`src/rtl/bottling_sequencer_pkg.sv`:
```
// rtl/bottling_sequencer_pkg.sv - shared state codes and default timing/tray constants
package bottling_sequencer_pkg;

  // State codes are also decoded by the display/debug path, so they are fixed values
  typedef enum logic [2:0] {
    ST_IDLE    = 3'd0,
    ST_MOVE    = 3'd1,
    ST_FILL    = 3'd2,
    ST_SEAL    = 3'd3,
    ST_RELEASE = 3'd4,
    ST_FAULT   = 3'd5
  } state_e;

  localparam logic [15:0] FILL_TIMEOUT_DEF = 16'd6000;
  localparam logic [7:0]  SEAL_TICKS_DEF   = 8'd30;
  localparam logic [4:0]  TRAY_MAX_DEF     = 5'd20;
  localparam logic [4:0]  TRAY_LOW_DEF     = 5'd5;
  localparam logic [4:0]  REFILL_QTY_DEF   = 5'd15;

endpackage

```
`src/rtl/bottling_sequencer_if.sv`:
```
// rtl/bottling_sequencer_if.sv - station sensor/actuator and cork dispenser signal bundle
interface bottling_sequencer_if;

  logic       enable;
  logic       pg;
  logic       ch;
  logic       refill_ack;
  logic       m;
  logic       ev;
  logic       ve;
  logic       gp;
  logic       refill_req;
  logic       alarm;
  logic [4:0] tray_count;
  logic [2:0] state;

  // Plant side: drives sensors and dispenser acknowledge, observes actuators
  modport master (
    output enable, pg, ch, refill_ack,
    input  m, ev, ve, gp, refill_req, alarm, tray_count, state
  );

  // Sequencer side
  modport slave (
    input  enable, pg, ch, refill_ack,
    output m, ev, ve, gp, refill_req, alarm, tray_count, state
  );

endinterface

```
`src/rtl/bottling_sequencer_cork_tray_ctrl.sv`:
```
// rtl/bottling_sequencer_cork_tray_ctrl.sv - cork tray counter with saturating refill and req/ack handshake
module cork_tray_ctrl
  import bottling_sequencer_pkg::*;
#(
  parameter logic [4:0] TRAY_MAX   = TRAY_MAX_DEF,
  parameter logic [4:0] TRAY_LOW   = TRAY_LOW_DEF,
  parameter logic [4:0] REFILL_QTY = REFILL_QTY_DEF
) (
  input  logic       clk,
  input  logic       reset,
  input  logic       consume,
  input  logic       refill_ack,
  output logic [4:0] tray_count,
  output logic       refill_req,
  output logic       empty,
  output logic       empty_next
);

  logic [4:0] tray_q, tray_d;
  logic       req_q, req_d;
  logic       accept;
  logic [5:0] sum;

  // Next tray level and request; an ack only counts while a request is outstanding
  always_comb begin
    accept = refill_ack & req_q;
    sum    = {1'b0, tray_q};
    if (accept) begin
      sum = sum + {1'b0, REFILL_QTY};
    end
    // A consume from an empty tray cannot happen upstream, but never underflow
    if (consume && (tray_q != 5'd0)) begin
      sum = sum - 6'd1;
    end
    tray_d = (sum > {1'b0, TRAY_MAX}) ? TRAY_MAX : sum[4:0];
    req_d  = accept ? 1'b0 : (req_q | (tray_q <= TRAY_LOW));
  end

  // Tray and handshake registers; corks are assumed full after reset
  always_ff @(posedge clk or negedge reset) begin
    if (!reset) begin
      tray_q <= TRAY_MAX;
      req_q  <= 1'b0;
    end else begin
      tray_q <= tray_d;
      req_q  <= req_d;
    end
  end

  assign tray_count = tray_q;
  assign refill_req = req_q;
  assign empty      = (tray_q == 5'd0);
  assign empty_next = (tray_d == 5'd0);

endmodule

```
`src/rtl/bottling_sequencer.sv`:
```
// rtl/bottling_sequencer.sv - timed conveyor/fill/seal sequencer for one bottling station
module bottling_sequencer
  import bottling_sequencer_pkg::*;
#(
  parameter logic [15:0] FILL_TIMEOUT = FILL_TIMEOUT_DEF,
  parameter logic [7:0]  SEAL_TICKS   = SEAL_TICKS_DEF,
  parameter logic [4:0]  TRAY_MAX     = TRAY_MAX_DEF,
  parameter logic [4:0]  TRAY_LOW     = TRAY_LOW_DEF,
  parameter logic [4:0]  REFILL_QTY   = REFILL_QTY_DEF
) (
  input  logic                clk,
  input  logic                reset,
  bottling_sequencer_if.slave bus
);

  state_e      state_q, state_d;
  logic [15:0] timer_q, timer_d;
  logic        m_q, m_d;
  logic        ev_q, ev_d;
  logic        ve_q, ve_d;
  logic        gp_q, gp_d;
  logic        alarm_q, alarm_d;
  logic        consume;
  logic        tray_empty;
  logic        tray_empty_next;
  logic [4:0]  tray_count;
  logic        refill_req;

  cork_tray_ctrl #(
    .TRAY_MAX   (TRAY_MAX),
    .TRAY_LOW   (TRAY_LOW),
    .REFILL_QTY (REFILL_QTY)
  ) u_tray (
    .clk        (clk),
    .reset      (reset),
    .consume    (consume),
    .refill_ack (bus.refill_ack),
    .tray_count (tray_count),
    .refill_req (refill_req),
    .empty      (tray_empty),
    .empty_next (tray_empty_next)
  );

  // Next state, shared fill/seal timer, and actuator values for the state being entered
  always_comb begin
    state_d = state_q;
    timer_d = timer_q;
    consume = 1'b0;
    case (state_q)
      ST_IDLE: begin
        if (bus.enable) state_d = ST_MOVE;
      end
      ST_MOVE: begin
        if (!bus.enable) begin
          state_d = ST_IDLE;
        end else if (bus.pg) begin
          state_d = ST_FILL;
          timer_d = 16'd0;
        end
      end
      ST_FILL: begin
        // A full bottle wins over a timeout on the same cycle; enable is ignored
        if (bus.ch) begin
          state_d = ST_SEAL;
          timer_d = 16'd0;
        end else if (timer_q == (FILL_TIMEOUT - 16'd1)) begin
          state_d = ST_FAULT;
        end else begin
          timer_d = timer_q + 16'd1;
        end
      end
      ST_SEAL: begin
        // With no cork the press stays idle and the timer freezes until a refill
        if (!tray_empty) begin
          if (timer_q == {8'd0, SEAL_TICKS - 8'd1}) begin
            consume = 1'b1;
            state_d = ST_RELEASE;
            timer_d = 16'd0;
          end else begin
            timer_d = timer_q + 16'd1;
          end
        end
      end
      ST_RELEASE: begin
        if (!bus.pg) state_d = bus.enable ? ST_MOVE : ST_IDLE;
      end
      ST_FAULT: begin
        if (!bus.enable) state_d = ST_IDLE;
      end
      default: begin
        state_d = ST_IDLE;
        timer_d = 16'd0;
      end
    endcase

    m_d     = (state_d == ST_MOVE) || (state_d == ST_RELEASE);
    ev_d    = (state_d == ST_FILL);
    ve_d    = (state_d == ST_SEAL) && !tray_empty_next;
    gp_d    = consume;
    alarm_d = (state_d == ST_FAULT) || tray_empty_next;
  end

  // State, timer and registered actuator outputs
  always_ff @(posedge clk or negedge reset) begin
    if (!reset) begin
      state_q <= ST_IDLE;
      timer_q <= 16'd0;
      m_q     <= 1'b0;
      ev_q    <= 1'b0;
      ve_q    <= 1'b0;
      gp_q    <= 1'b0;
      alarm_q <= 1'b0;
    end else begin
      state_q <= state_d;
      timer_q <= timer_d;
      m_q     <= m_d;
      ev_q    <= ev_d;
      ve_q    <= ve_d;
      gp_q    <= gp_d;
      alarm_q <= alarm_d;
    end
  end

  assign bus.m          = m_q;
  assign bus.ev         = ev_q;
  assign bus.ve         = ve_q;
  assign bus.gp         = gp_q;
  assign bus.alarm      = alarm_q;
  assign bus.refill_req = refill_req;
  assign bus.tray_count = tray_count;
  assign bus.state      = state_q;

endmodule
```
`src/flat_wrapper.sv`:
```
// flat-port wrapper written by rule: the top's interface ports become plain ports
module bottling_sequencer_flat import bottling_sequencer_pkg::*;
#(
  parameter logic [15:0] FILL_TIMEOUT = FILL_TIMEOUT_DEF,
  parameter logic [7:0]  SEAL_TICKS   = SEAL_TICKS_DEF,
  parameter logic [4:0]  TRAY_MAX     = TRAY_MAX_DEF,
  parameter logic [4:0]  TRAY_LOW     = TRAY_LOW_DEF,
  parameter logic [4:0]  REFILL_QTY   = REFILL_QTY_DEF
)
  (clk, reset, bus_enable, bus_pg, bus_ch, bus_refill_ack, bus_m, bus_ev, bus_ve, bus_gp, bus_refill_req, bus_alarm, bus_tray_count, bus_state);
  bottling_sequencer_if bus_i ();
  input  logic clk;
  input  logic reset;
  input wire logic [$bits(bus_i.enable)-1:0] bus_enable;
  input wire logic [$bits(bus_i.pg)-1:0] bus_pg;
  input wire logic [$bits(bus_i.ch)-1:0] bus_ch;
  input wire logic [$bits(bus_i.refill_ack)-1:0] bus_refill_ack;
  output wire logic [$bits(bus_i.m)-1:0] bus_m;
  output wire logic [$bits(bus_i.ev)-1:0] bus_ev;
  output wire logic [$bits(bus_i.ve)-1:0] bus_ve;
  output wire logic [$bits(bus_i.gp)-1:0] bus_gp;
  output wire logic [$bits(bus_i.refill_req)-1:0] bus_refill_req;
  output wire logic [$bits(bus_i.alarm)-1:0] bus_alarm;
  output wire logic [$bits(bus_i.tray_count)-1:0] bus_tray_count;
  output wire logic [$bits(bus_i.state)-1:0] bus_state;
  assign bus_i.enable = bus_enable;
  assign bus_i.pg = bus_pg;
  assign bus_i.ch = bus_ch;
  assign bus_i.refill_ack = bus_refill_ack;
  assign bus_m = bus_i.m;
  assign bus_ev = bus_i.ev;
  assign bus_ve = bus_i.ve;
  assign bus_gp = bus_i.gp;
  assign bus_refill_req = bus_i.refill_req;
  assign bus_alarm = bus_i.alarm;
  assign bus_tray_count = bus_i.tray_count;
  assign bus_state = bus_i.state;
  bottling_sequencer #(.FILL_TIMEOUT(FILL_TIMEOUT), .SEAL_TICKS(SEAL_TICKS), .TRAY_MAX(TRAY_MAX), .TRAY_LOW(TRAY_LOW), .REFILL_QTY(REFILL_QTY)) u_core (.clk(clk), .reset(reset), .bus(bus_i));
endmodule
```
`config.mk`:
```
export PLATFORM = sky130hd
export DESIGN_NAME = bottling_sequencer_flat
export DESIGN_NICKNAME = d
export VERILOG_FILES = /design/src/rtl/bottling_sequencer_pkg.sv /design/src/rtl/bottling_sequencer_if.sv /design/src/rtl/bottling_sequencer_cork_tray_ctrl.sv /design/src/rtl/bottling_sequencer.sv /design/src/flat_wrapper.sv
export SDC_FILE = /design/constraint.sdc
export NUM_CORES = 1
export LEC_CHECK = 0
export CORE_ASPECT_RATIO = 0.75
export CORE_MARGIN = 2
export CORE_UTILIZATION = 55
export CTS_CLUSTER_SIZE = 20
export DETAILED_ROUTE_END_ITERATION = 7
export GPL_TIMING_DRIVEN = 0
export PLACE_DENSITY = 0.77
export SLEW_MARGIN = 10
export SYNTH_ARGS = -nofsm -noshare
export SYNTH_HDL_FRONTEND = slang
export SYNTH_SLANG_ARGS = --single-unit
export TNS_END_PERCENT = 5
```
`constraint.sdc`:
```
create_clock -name clk -period 3.6 [get_ports clk]
set_clock_uncertainty 0.05 [all_clocks]
set_input_delay 0.36 -clock clk [delete_from_list [all_inputs] [get_ports clk]]
set_output_delay 0.36 -clock clk [all_outputs]
set_load 0.1 [all_outputs]
```
==> results.txt <==
Status: finished clean
TNS Setup: 0 ns
Synth warn: 0
Commonest non-fill, non-tap cell in the layout: nand2_1
Die width: 76.8 um
Wire per inst: 14.8 um
Root Driver: clkbuf_8
Largest family of logic cells by synthesized area: simple AND/OR/NAND/NOR gates
Die ar.: 4500 um^2
Net Sw Frac: 48.4%
P&R area growth vs syn: 15.8%
H-tree depth: 2
Final RePlAce weighted congestion: 0.965
Crit. End Element: register
Syn Nets: 277
Internal Power: 0.867 mW
R2r setup slk: 0.67 ns
Clk pin slew, worst setup/hold paths: 0.07 ns
CTS Hold Bufs: 0
HP Class: primary input to asynchronous set/reset pin
Min Tclk post-route: 2.93 ns
Post-Synthesis Cells: 266
IO Count: 20
Slew headroom: 34.8%
Number of synthesized flops with an enable pin: 0
Chip Height: 58.6 um
Mapped Avg Cell Area: 8.23 um^2
Global-route wire length before repair: 8630 um
CTS tree: done
Largest net degree at the start of global routing: 31
Pwr per Cell Area: 663 nW/um^2
Final setup violation count: 0
Crit path launch type: register
Total core area: 3730 um^2
Hold_ws: 0.0417 ns
Bufs on Longest Clock Path: 2
Final net count: 303
Vias in the first global route: 1715
RR Startpoint: u_core.u_tray.tray_count[0]
Period utilisation layout: 81.3%
Cell Area, Synth: 2190 um^2
Initial antenna violation count: 0
Fin. max-slew vios: 0
Routed WL: 5090 um
Critical Setup Path Class: register to register
Routed via count: 2076
DP HPWL: 3760 um
Crit-path max cell delay: 0.47 ns
Hold Violations, Final: 0
Most frequent cells in the layout: nand2_1, nor2_1, o21ai_0, dfrtp_1, clkdlybuf4s50_1
Top cell by count, worst path: ha_1
Peak VDD IR: 416 uV
Post-CTS setup repair buffer count: 0
Worst Tran Pin Value: 0.976 ns
Fmax: 342 MHz
Worst path buffer plus inverter count: 2
Reg power frac: 28.2%
Critical path startpoint: u_core.u_tray.tray_count[0]
Crit-path cells: buf_6 > inv_1 > ha_1 > nand2_1 > o21ai_0 > ha_1 > nor2b_1 > mux2i_1 > o311ai_0 > o31ai_1 > a21oi_1 > nor3_1
GR Util All Layers: 24.6%
CTS Sinks: 30
Synth Flop Type: dfrtp_1
Yosys cell types: 58
Register bit total from synthesis: 30
Filler Cells Inserted: 314
Worst skew pair latency: 0.29 ns
Share of layout cells above drive strength 1: 13.7%
Critical Path AT: 3.03 ns
Clk pwr share: 17.2%
Port buffer count: 19
Complex-gate fraction of the synthesized area: 20.4%
CP max FO: 8
Post-route DRC violation count: 0
Leakage power: 1.03 nW
Row count: 19
Mux cell area share after synthesis: 3.37%
Vias/cell: 6.02
Critical Path RT: 3.70 ns
FFs w/ async S/R, synth: 100%
Maxcap violations: 0
Crit-path slowest cell: o311ai_0
TritonRoute pass-1 iters: 4
Synth Area in XOR/XNOR: 2.40%
ANT nets after route: 0
Post-synthesis sequential area ratio: 34.4%
Grt total ovfl: 0
Initial Util: 58.6%
RSZ-0062 raised after global routing: no
Adder-cell share of the synthesized area: 2.86%
# diodes: 0
Psw: 0.813 mW
Initial DRC count: 177
Num CTS Buffers: 5
Synth Area in Simple Gates: 31.1%
Finished Cell Area: 2530 um^2
Combinational share of power: 54.6%
Cts repair resizes: 0
Post-Place Cell Area: 2440 um^2
CP top delay family: compound AO/OA/AOI/OAI gates
==> metrics by stage <==
| stage | setup WS, ns | instances | total power [mW] | util, % |
|---|---|---|---|---|
| after global placement | 0.551 | 337 | 1.38 | 65.5 |
| after detailed placement | 0.535 | 337 | 1.38 | 65.3 |
| after floorplan | 0.336 | 266 | 1.18 | - |
| final | 0.673 | 345 | 1.68 | 67.9 |
| after CTS | 0.696 | 345 | 1.67 | 67.9 |
| after global routing | 0.466 | 345 | 1.80 | 67.9 |
==> kinds of logic (layout without fill, tap and decap cells) <==
group | after synthesis | in the layout
AOI/OAI and AO/OA | 64 | 64
xor gates and xnor gates | 6 | 6
adders and majority gates | 5 | 5
buffers and inverters | 21 | 48
DFF | 30 | 30
muxes | 7 | 7
and+or+nand+nor | 133 | 133
==> path summary, 6_finish.rpt <==
check,end,cells past startpoint
worst max-delay path,u_core.u_tray.tray_count[0],12
worst min-delay path,u_core.timer_q[0],1
worst max register to register,u_core.u_tray.tray_count[0],12
worst min register to register,u_core.timer_q[15],1
max in group asynchronous,u_core.timer_q[4],1
min in group clk,u_core.timer_q[15],1
==> layout make-up <==
type | instances | area [um^2] | share of cell area, %
clock buffers | 6 | 82.6 | 3.26
repair buffers | 19 | 185 | 7.31
inverters | 8 | 30.0 | 1.19
flip-flops and latches | 30 | 753 | 29.7
plain buffers | 13 | 90.1 | 3.56
multi-input cells | 215 | 1320 | 51.9
well taps | 52 | 65.1 | 2.57
clock inverters | 2 | 12.5 | 0.494
==> synth_stat cells, types with 3 or more instances <==
| master | number | area share (%) |
|---|---|---|
| nand3_1 | 12 | 2.7 |
| buf_2 | 6 | 1.4 |
| mux2_2 | 3 | 1.5 |
| a21oi_1 | 5 | 1.1 |
| nor2_1 | 31 | 5.3 |
| or2_2 | 3 | 0.86 |
| and3_1 | 6 | 1.7 |
| a31oi_1 | 4 | 1.1 |
| nand2_1 | 33 | 5.7 |
| and2_1 | 4 | 1.1 |
| dfrtp_1 | 28 | 32 |
| ha_1 | 5 | 2.9 |
| nor2b_1 | 3 | 0.86 |
| o31ai_1 | 6 | 2.1 |
| nor3_1 | 12 | 2.7 |
| nand4_1 | 6 | 1.7 |
| inv_1 | 7 | 1.2 |
| nor3b_1 | 3 | 1.0 |
| xnor2_1 | 3 | 1.2 |
| buf_6 | 4 | 2.1 |
| o21ai_0 | 28 | 6.4 |
| mux2i_1 | 4 | 1.8 |
| xor2_1 | 3 | 1.2 |
| nor4_1 | 4 | 1.1 |
==> power by group through the flow <==
stage / logic, mW / clock network (mW) / registers (mW)
after floorplan: 0.504 / 0 / 0.673
after global routing: 1.00 / 0.309 / 0.485
after detailed placement: 0.907 / 0 / 0.478
after global placement: 0.904 / 0 / 0.476
after CTS: 0.912 / 0.290 / 0.471
final: 0.918 / 0.289 / 0.473
==> sequential cells by signal, summed over array words and instances, names as in the netlist <==
name                      flops
u_core.timer_q               16
u_core.u_tray.tray_count      5
u_core.bus.state              3
u_core.bus.alarm              1
u_core.bus.ev                 1
u_core.bus.gp                 1
u_core.bus.m                  1
u_core.bus.ve                 1
u_core.u_tray.refill_req      1
==> routing by layer <==
metal | global-route usage (%) | share of wire [%] | wire (um)
met5 | 0 | 0 | 0
met4 | 6.75 | 0.86 | 44
met3 | 5.67 | 8.1 | 414
met2 | 30.6 | 38 | 1920
met1 | 40.9 | 53 | 2710
Power figures use the tool's default switching activity.
